===== config.mk =====
export PLATFORM = sky130hd
export DESIGN_NAME = ddr5_phy_wrdata_crc_ctrl
export DESIGN_NICKNAME = d
export VERILOG_FILES = /design/src/rtl/ddr5_phy_wrdata_crc_ctrl.sv
export SDC_FILE = /design/constraint.sdc
export NUM_CORES = 1
export LEC_CHECK = 0
export CORE_MARGIN = 8
export CORE_UTILIZATION = 41
export DETAILED_ROUTE_END_ITERATION = 16
export GPL_TIMING_DRIVEN = 0
export PLACE_DENSITY_LB_ADDON = 0.05
export RECOVER_POWER = 25
export SLEW_MARGIN = 40
export SYNTH_ARGS = -nofsm -noshare
export SYNTH_HDL_FRONTEND = slang
export SYNTH_SLANG_ARGS = --single-unit

===== constraint.sdc =====
create_clock -name clk_i -period 1.7 [get_ports clk_i]
set_input_delay 0.34 -clock clk_i [delete_from_list [all_inputs] [get_ports clk_i]]
set_output_delay 0.34 -clock clk_i [all_outputs]
set_load 0.005 [all_outputs]

===== src/rtl/ddr5_phy_wrdata_crc_ctrl.sv =====
// rtl/ddr5_phy_wrdata_crc_ctrl.sv - BL16 write-data framing with appended write-CRC cycle
// Optional macro CRC_ERR_INJ_EN adds err_inj_i to corrupt bit 0 of the emitted CRC cycle.
module ddr5_phy_wrdata_crc_ctrl #(
    parameter int pDRAM_SIZE = 4,
    parameter int pBURST_CYC = 8
) (
    input  logic                      clk_i,
    input  logic                      rst_i,
    input  logic                      crc_mode_i,
    input  logic [2*pDRAM_SIZE-1:0]   wrdata_i,
    input  logic                      wrdata_valid_i,
    output logic                      wrdata_ready_o,
    output logic                      crc_en_o,
    output logic [2*pDRAM_SIZE-1:0]   crc_data_o,
    input  logic [2*pDRAM_SIZE-1:0]   crc_code_i,
    output logic [2*pDRAM_SIZE-1:0]   dq_o,
    output logic                      dq_valid_o,
    output logic                      dq_crc_o,
    output logic                      burst_err_o,
`ifdef CRC_ERR_INJ_EN
    input  logic                      err_inj_i,
`endif
    output logic                      busy_o
);

    localparam int W  = 2 * pDRAM_SIZE;
    localparam int CW = (pBURST_CYC > 1) ? $clog2(pBURST_CYC) : 1;
    localparam logic [CW-1:0] LAST_CNT = CW'(pBURST_CYC - 1);

    typedef enum logic [1:0] {
        IDLE = 2'd0,
        DATA = 2'd1,
        CRC  = 2'd2
    } state_t;

    state_t          state_q, state_d;
    logic [CW-1:0]   count_q, count_d;
    logic            mode_q, mode_d;
    logic [W-1:0]    dq_q, dq_d;
    logic            dq_valid_q, dq_valid_d;
    logic            dq_crc_q, dq_crc_d;
    logic            err_q, err_d;
    logic            accept;
    logic            mode_eff;
    logic [W-1:0]    inj_mask;

`ifdef CRC_ERR_INJ_EN
    assign inj_mask = {{(W-1){1'b0}}, err_inj_i};
`else
    assign inj_mask = '0;
`endif

    // Ready is forced high while reset is asserted so the reset output state holds immediately.
    assign wrdata_ready_o = !rst_i || (state_q != CRC);
    assign accept         = wrdata_valid_i && wrdata_ready_o;
    assign mode_eff       = (state_q == IDLE) ? crc_mode_i : mode_q;
    assign crc_en_o       = rst_i && accept && mode_eff;
    assign crc_data_o     = wrdata_i;

    assign dq_o        = dq_q;
    assign dq_valid_o  = dq_valid_q;
    assign dq_crc_o    = dq_crc_q;
    assign burst_err_o = err_q;
    assign busy_o      = (state_q != IDLE);

    always_comb begin
        state_d    = state_q;
        count_d    = count_q;
        mode_d     = mode_q;
        dq_d       = dq_q;
        dq_valid_d = 1'b0;
        dq_crc_d   = 1'b0;
        err_d      = 1'b0;
        case (state_q)
            IDLE: begin
                if (accept) begin
                    mode_d  = crc_mode_i;
                    count_d = CW'(1);
                    state_d = DATA;
                end
            end
            DATA: begin
                if (accept) begin
                    if (count_q == LAST_CNT) begin
                        count_d = '0;
                        state_d = mode_q ? CRC : IDLE;
                    end else begin
                        count_d = count_q + CW'(1);
                    end
                end else begin
                    // A gap inside a burst aborts it; the generator is never enabled again for it.
                    err_d   = 1'b1;
                    count_d = '0;
                    state_d = IDLE;
                end
            end
            CRC: begin
                dq_d       = crc_code_i ^ inj_mask;
                dq_valid_d = 1'b1;
                dq_crc_d   = 1'b1;
                state_d    = IDLE;
            end
            default: begin
                state_d = IDLE;
                count_d = '0;
            end
        endcase
        if (accept) begin
            dq_d       = wrdata_i;
            dq_valid_d = 1'b1;
        end
    end

    always_ff @(posedge clk_i) begin
        if (!rst_i) begin
            state_q    <= IDLE;
            count_q    <= '0;
            mode_q     <= 1'b0;
            dq_q       <= '0;
            dq_valid_q <= 1'b0;
            dq_crc_q   <= 1'b0;
            err_q      <= 1'b0;
        end else begin
            state_q    <= state_d;
            count_q    <= count_d;
            mode_q     <= mode_d;
            dq_q       <= dq_d;
            dq_valid_q <= dq_valid_d;
            dq_crc_q   <= dq_crc_d;
            err_q      <= err_d;
        end
    end

endmodule

==> impl_metrics.toml, run 1 <==
[detailed_routing]
ant_nets = 0
route.detailed.drc = 0
postRouteWirelength_um = 2060
drt-initial-drc-count = 10
routedWlPerCell_um = 13.1
vias = 738
first_pass_iters = 4
via_per_inst = 4.67

[yosys]
syn_avg_cell_area_um2 = 9.38
synth-seq-cells = 17
yosysWarningCount = 0
ys_types = 26
synth.cell_area_um2 = 797
async_reset_ff_frac = 0
synth-edff-count = 0
syn_nets = 107
ys_seq_area_frac = 0.427
syn_inst = 85
synth-main-ff-cell = "dfxtp_1"

[critical_path]
end_kind = "output pin"
worstSetupPathType = "reg -> out"
startpoint_type = "flop"
r2r_cells = 4
crit_required_ns = 1.36
r2r-end = "count_q[1]"
rr_startpoint = "state_q[1]"
path_max_fanout = 10
worstPathArrival_ns = 1.32
reg2reg_slack_ns = 0.57

[floorplanning]
rows = 16
die_w_um = 60.1
die-area_um2 = 3610
pin_count = 42
start_util = 0.419
core_um2 = 1900
die_y_um = 60.1

[timing]
setup_tns_ns = 0
max_slew_margin = 0.724
post-route-min-period_ns = 1.66
max_freq_ghz = 0.602
hold_ws_ns = 0.374
clock_skew_ns = 0.000413
post-route-period-util = 0.976
finalSetupViolCount = 0
hold_violations = 0
rsz0062_at_grt = "true"
final_max_slew_viol_count = 0
worstMarginPinSlew_ns = 0.414

[clocking]
htreeDepth = 1
cts_buffer_depth = 2
root_buffer = "clkbuf_4"
cts_hold_buffers = 0
clock_sinks = 17
clk_pin_slew_ns = 0.09
clk_latency_ns = 0.28
cts_tree = "done"
cts_buffers = 3

[pwr]
powerDensity_nw_per_um2 = 626
intPower_w = 0.000619
p_leak_nw = 0.555
p_switching_w = 0.000187
combPwrFrac = 0.211
switching_share = 0.232
seq_power_share = 0.525
p_clk_frac = 0.264
ir_drop_mv = 0.496

[global_route]
grt_pass1_vias = 740
grt_pass1_wl_um = 3270
antenna_found_initial = 0
grtUsageTotal = 0.118
grt_max_degree = 11
overflow = 0

[layout]
fin_area_um2 = 1290
final_cells = 158
synthToLayoutAreaGrowth_pct = 61.7
final_cell_mix = "clkdlybuf4s50_1, dfxtp_1, dlygate4sd2_1"
layout.nets = 154
fin_util = 0.678
antennaDiodeCount = 0
final_common_cell = "clkdlybuf4s50_1"
final_layout_size_suffix_gt1_frac = 0.183

[flow_run]
max-cap-violations = 0

[hold_path]
hold_path_end = "dq_o[3]"
hp-class = "in -> reg"
holdPathStages = 3
hp-start = "rst_i"

[placed_design]
dp.cells = 152
routabilityCongestion = 0.674
dpl.hpwl_um = 1650
place_area_um2 = 1230
port_buffers = 40

[run_status]
status = "completed"
per-stage QoR:
stage,total power (W),setup slack (ns)
after floorplan,0.000504,0.580
after global placement,0.000605,-0.430
after detailed placement,0.000610,-0.435
after CTS,0.000820,0.0224
after global routing,0.000844,-0.00878
final,0.000806,0.0401
power groups by stage:
stage          Sequential [W]  Clock, W  Combinational (W)
3_5_place_dp         0.000434         0           0.000175
2_1_floorplan        0.000435         0          0.0000687
6_report             0.000424  0.000213           0.000170
3_3_place_gp         0.000433         0           0.000172
5_1_grt              0.000426  0.000232           0.000186
4_1_cts              0.000424  0.000225           0.000171
state kept, by name (all words and copies together) (netlist names):
signal / count
dq_crc_o: 1
state_q: 2
burst_err_o: 1
mode_q: 1
count_q: 3
dq_o: 8
dq_valid_o: 1
cells in the mapped netlist, types with 2 or more instances:
| cell | n | area, um^2 |
|---|---|---|
| dfxtp_1 | 17 | 340 |
| buf_4 | 10 | 75.1 |
| mux2i_1 | 9 | 90.1 |
| o21ai_0 | 9 | 45.0 |
| a21oi_1 | 8 | 40.0 |
| nand2_1 | 7 | 26.3 |
| nor2_1 | 3 | 11.3 |
| ha_1 | 2 | 25.0 |
| inv_1 | 2 | 7.51 |
| nor2b_1 | 2 | 12.5 |
layout make-up:
cell class | count | area [um^2]
Inverter | 2 | 7.51
Buffer | 13 | 103
Fill cell | 176 | 613
Sequential cell | 17 | 345
Clock buffer | 4 | 26.3
Tap cell | 27 | 33.8
Multi-Input combinational cell | 53 | 372
Timing Repair Buffer | 42 | 402
how the worst max path moves through the flow:
stage / slack, ns / startpoint / endpoint
4_1_cts: 0.02 / state_q[0] / busy_o
3_3_place_gp: -0.43 / wrdata_valid_i / crc_en_o
6_report: 0.04 / state_q[0] / busy_o
5_1_grt: -0.009 / state_q[0] / busy_o
3_5_place_dp: -0.43 / wrdata_valid_i / crc_en_o
2_1_floorplan: 0.58 / state_q[1] / wrdata_ready_o
metal layers:
metal | routed length, um | vias to the layer above | track usage
li1 | - | 377 | -
met5 | 0 | - | 0
met2 | 1040 | 20 | 0.212
met3 | 124 | 2 | 0.0258
met4 | 14 | 0 | 0.0612
met1 | 885 | 339 | 0.125
kinds of logic (layout without fill, tap and decap cells):
group / Yosys count / in the layout / synth area share
adders and majority gates: 2 / 2 / 0.0314
DFF: 17 / 17 / 0.427
and+or+nand+nor: 20 / 20 / 0.143
muxes: 9 / 9 / 0.113
buffers and inverters: 15 / 61 / 0.129
AOI/OAI and AO/OA: 22 / 22 / 0.157
what timing repair did:
action,4_1_cts,5_1_grt
hold endpoints to repair,0,0
buffers inserted,2,0
gates cloned,0,0
endpoints found under the setup margin,11,2
resized for setup,18,3
worst max-delay path, stage by stage, from the launching register on:
cell and delay [ns]:
dfxtp_2 0.33, buf_6 0.13, nor2_4 0.04, inv_1 0.04, clkdlybuf4s50_1 0.49
Power figures use the tool's default switching activity.
==> run 2: changes to the inputs <==
--- a/config.mk
+++ b/config.mk
@@ -6,9 +6,11 @@
 export NUM_CORES = 1
 export LEC_CHECK = 0
 export CORE_MARGIN = 8
-export CORE_UTILIZATION = 41
+export CORE_UTILIZATION = 50
 export DETAILED_ROUTE_END_ITERATION = 16
+export DONT_BUFFER_PORTS = 1
 export GPL_TIMING_DRIVEN = 0
+export HOLD_SLACK_MARGIN = 0.12
 export PLACE_DENSITY_LB_ADDON = 0.05
 export RECOVER_POWER = 25
 export SLEW_MARGIN = 40
==> run 2 against run 1 <==
- combinational power decreased by 54%
- die area decreased by 13%
- wire length decreased by 20%
- hold slack got worse by 0.15 ns
- worst setup slack improved by 0.15 ns
- cell area decreased by 34%
- first-iteration DRC count decreased by 10%
- non-clock buffer count decreased by 41
- critical path depth decreased by 1
- power decreased by 10%
- largest cell class is now multi-input combinational cells
==> impl_metrics.toml, run 2 (same netlist as run 1, synthesis figures left out) <==
[run_status]
status = "completed"

[critical_path]
end_kind = "output pin"
crit_required_ns = 1.36
crit_family = "flip-flops"
slowest_stage = "dfxtp_1"
path_buf_inv = 1
worstSetupPathType = "reg -> out"
path_max_fanout = 6
cp_cell_sequence = "nor2b_1, and2_1, inv_1"
startpoint_type = "flop"
worstPathArrival_ns = 1.17
cpPeakStageDelay_ns = 0.48
crit_start = "state_q[1]"
rr_startpoint = "count_q[0]"

[layout]
layout.nets = 113
largest_reg_flops = 8
fillerInstances = 156
fin_area_um2 = 855
synthToLayoutAreaGrowth_pct = 7.22
regArea_um2 = 340
final_common_cell = "dfxtp_1"
final_layout_size_suffix_gt1_frac = 0.200
final_cell_mix = "dfxtp_1, clkbuf_4, mux2i_1, o21ai_0, a21oi_1"
multi_input_area_um2 = 354
antennaDiodeCount = 0

[detailed_routing]
route.detailed.drc = 0
first_pass_iters = 4
ant_nets = 0
routedWlPerCell_um = 15.6
via_per_inst = 5.61
vias = 595
drt-initial-drc-count = 9
postRouteWirelength_um = 1650

[floorplanning]
die_y_um = 55.9
rows = 14
start_util = 0.529
core_um2 = 1510
pin_count = 42
die_w_um = 55.9
die-area_um2 = 3130

[global_route]
overflow = 0
grt_max_degree = 11
grt_pass1_vias = 595
grt_pass1_wl_um = 2750
grtUsageTotal = 0.103
antenna_found_initial = 0

[timing]
max_freq_ghz = 0.661
rsz0062_at_grt = "false"
worstMarginPinSlew_ns = 0.385
finalSetupViolCount = 0
max_slew_margin = 0.743
setup_tns_ns = 0
clock_skew_ns = 0.00243
post-route-period-util = 0.890
post-route-min-period_ns = 1.51
hold_violations = 0
final_max_slew_viol_count = 0

[placed_design]
routabilityCongestion = 0.716
port_buffers = 0
dpl.hpwl_um = 1290
place_area_um2 = 817

[pwr]
ir_drop_mv = 0.373
powerDensity_nw_per_um2 = 847
p_leak_nw = 0.376

[clocking]
cts_setup_buffers = 0
clk_latency_ns = 0.29
cts_buffer_depth = 2
clock_sinks = 17
root_buffer = "clkbuf_4"
htreeDepth = 1
cts_buffers = 3
cts_tree = "done"
clk_pin_slew_ns = 0.10

[hold_path]
hp-start = "crc_mode_i"
hp-class = "in -> reg"

[flow_run]
max-cap-violations = 0
-- run 2: cell types whose count changed in the layout (fill, tap and decap cells not counted), sizes merged --
cell	before	now
dlygate4sd2	11	0
buf	14	4
clkbuf	5	12
clkinv	0	1
clkdlybuf4s50	29	0
dlygate4sd3	0	1
-- run 2: cell type report --
cell class | count | area share
multi-input cells | 53 | 0.414
plain buffers | 13 | 0.111
clock buffers | 3 | 0.0264
inverters | 2 | 0.00878
flip-flops and latches | 17 | 0.398
repair buffers | 1 | 0.0117
well taps | 16 | 0.0234
clock inverters | 1 | 0.00586
-- run 2: stage by stage --
step | total power [W] | instances | hold WS [ns] | utilization | setup WS, ns
floorplan | 0.000504 | 85 | 0.418 | - | 0.580
global placement | 0.000517 | 101 | 0.421 | 0.542 | 0.437
detailed placement | 0.000518 | 101 | 0.421 | 0.542 | 0.449
CTS | 0.000738 | 106 | 0.221 | 0.567 | 0.166
global route | 0.000762 | 106 | 0.227 | 0.567 | 0.0790
finish | 0.000724 | 106 | 0.225 | 0.567 | 0.187
-- run 2: worst paths after layout --
path                                  endpoint  slack (ns)  depth (start not counted)
worst max-delay path            wrdata_ready_o        0.19                          3
worst min-delay path                    mode_q        0.22                          2
worst max register to register      count_q[0]        0.55                          4
worst min register to register      state_q[1]        0.47                          2
-- run 2: routing by layer --
| metal | track usage | up-vias | wire, um |
|---|---|---|---|
| met5 | 0 | - | 0 |
| met3 | 0.0525 | 2 | 206 |
| met1 | 0.116 | 269 | 659 |
| li1 | - | 296 | - |
| met4 | 0.0309 | 0 | 14 |
| met2 | 0.165 | 28 | 774 |
-- run 2: what timing repair did --
item	CTS	global route
hold endpoints to repair	1	0
hold buffers	1	0
resized for setup	0	0
-- run 2: where the power goes --
group | switching (W) | internal (W) | total (W)
registers | 0.0000124 | 0.000417 | 0.000429
clock network | 0.000129 | 0.0000874 | 0.000216
logic | 0.0000358 | 0.0000430 | 0.0000787
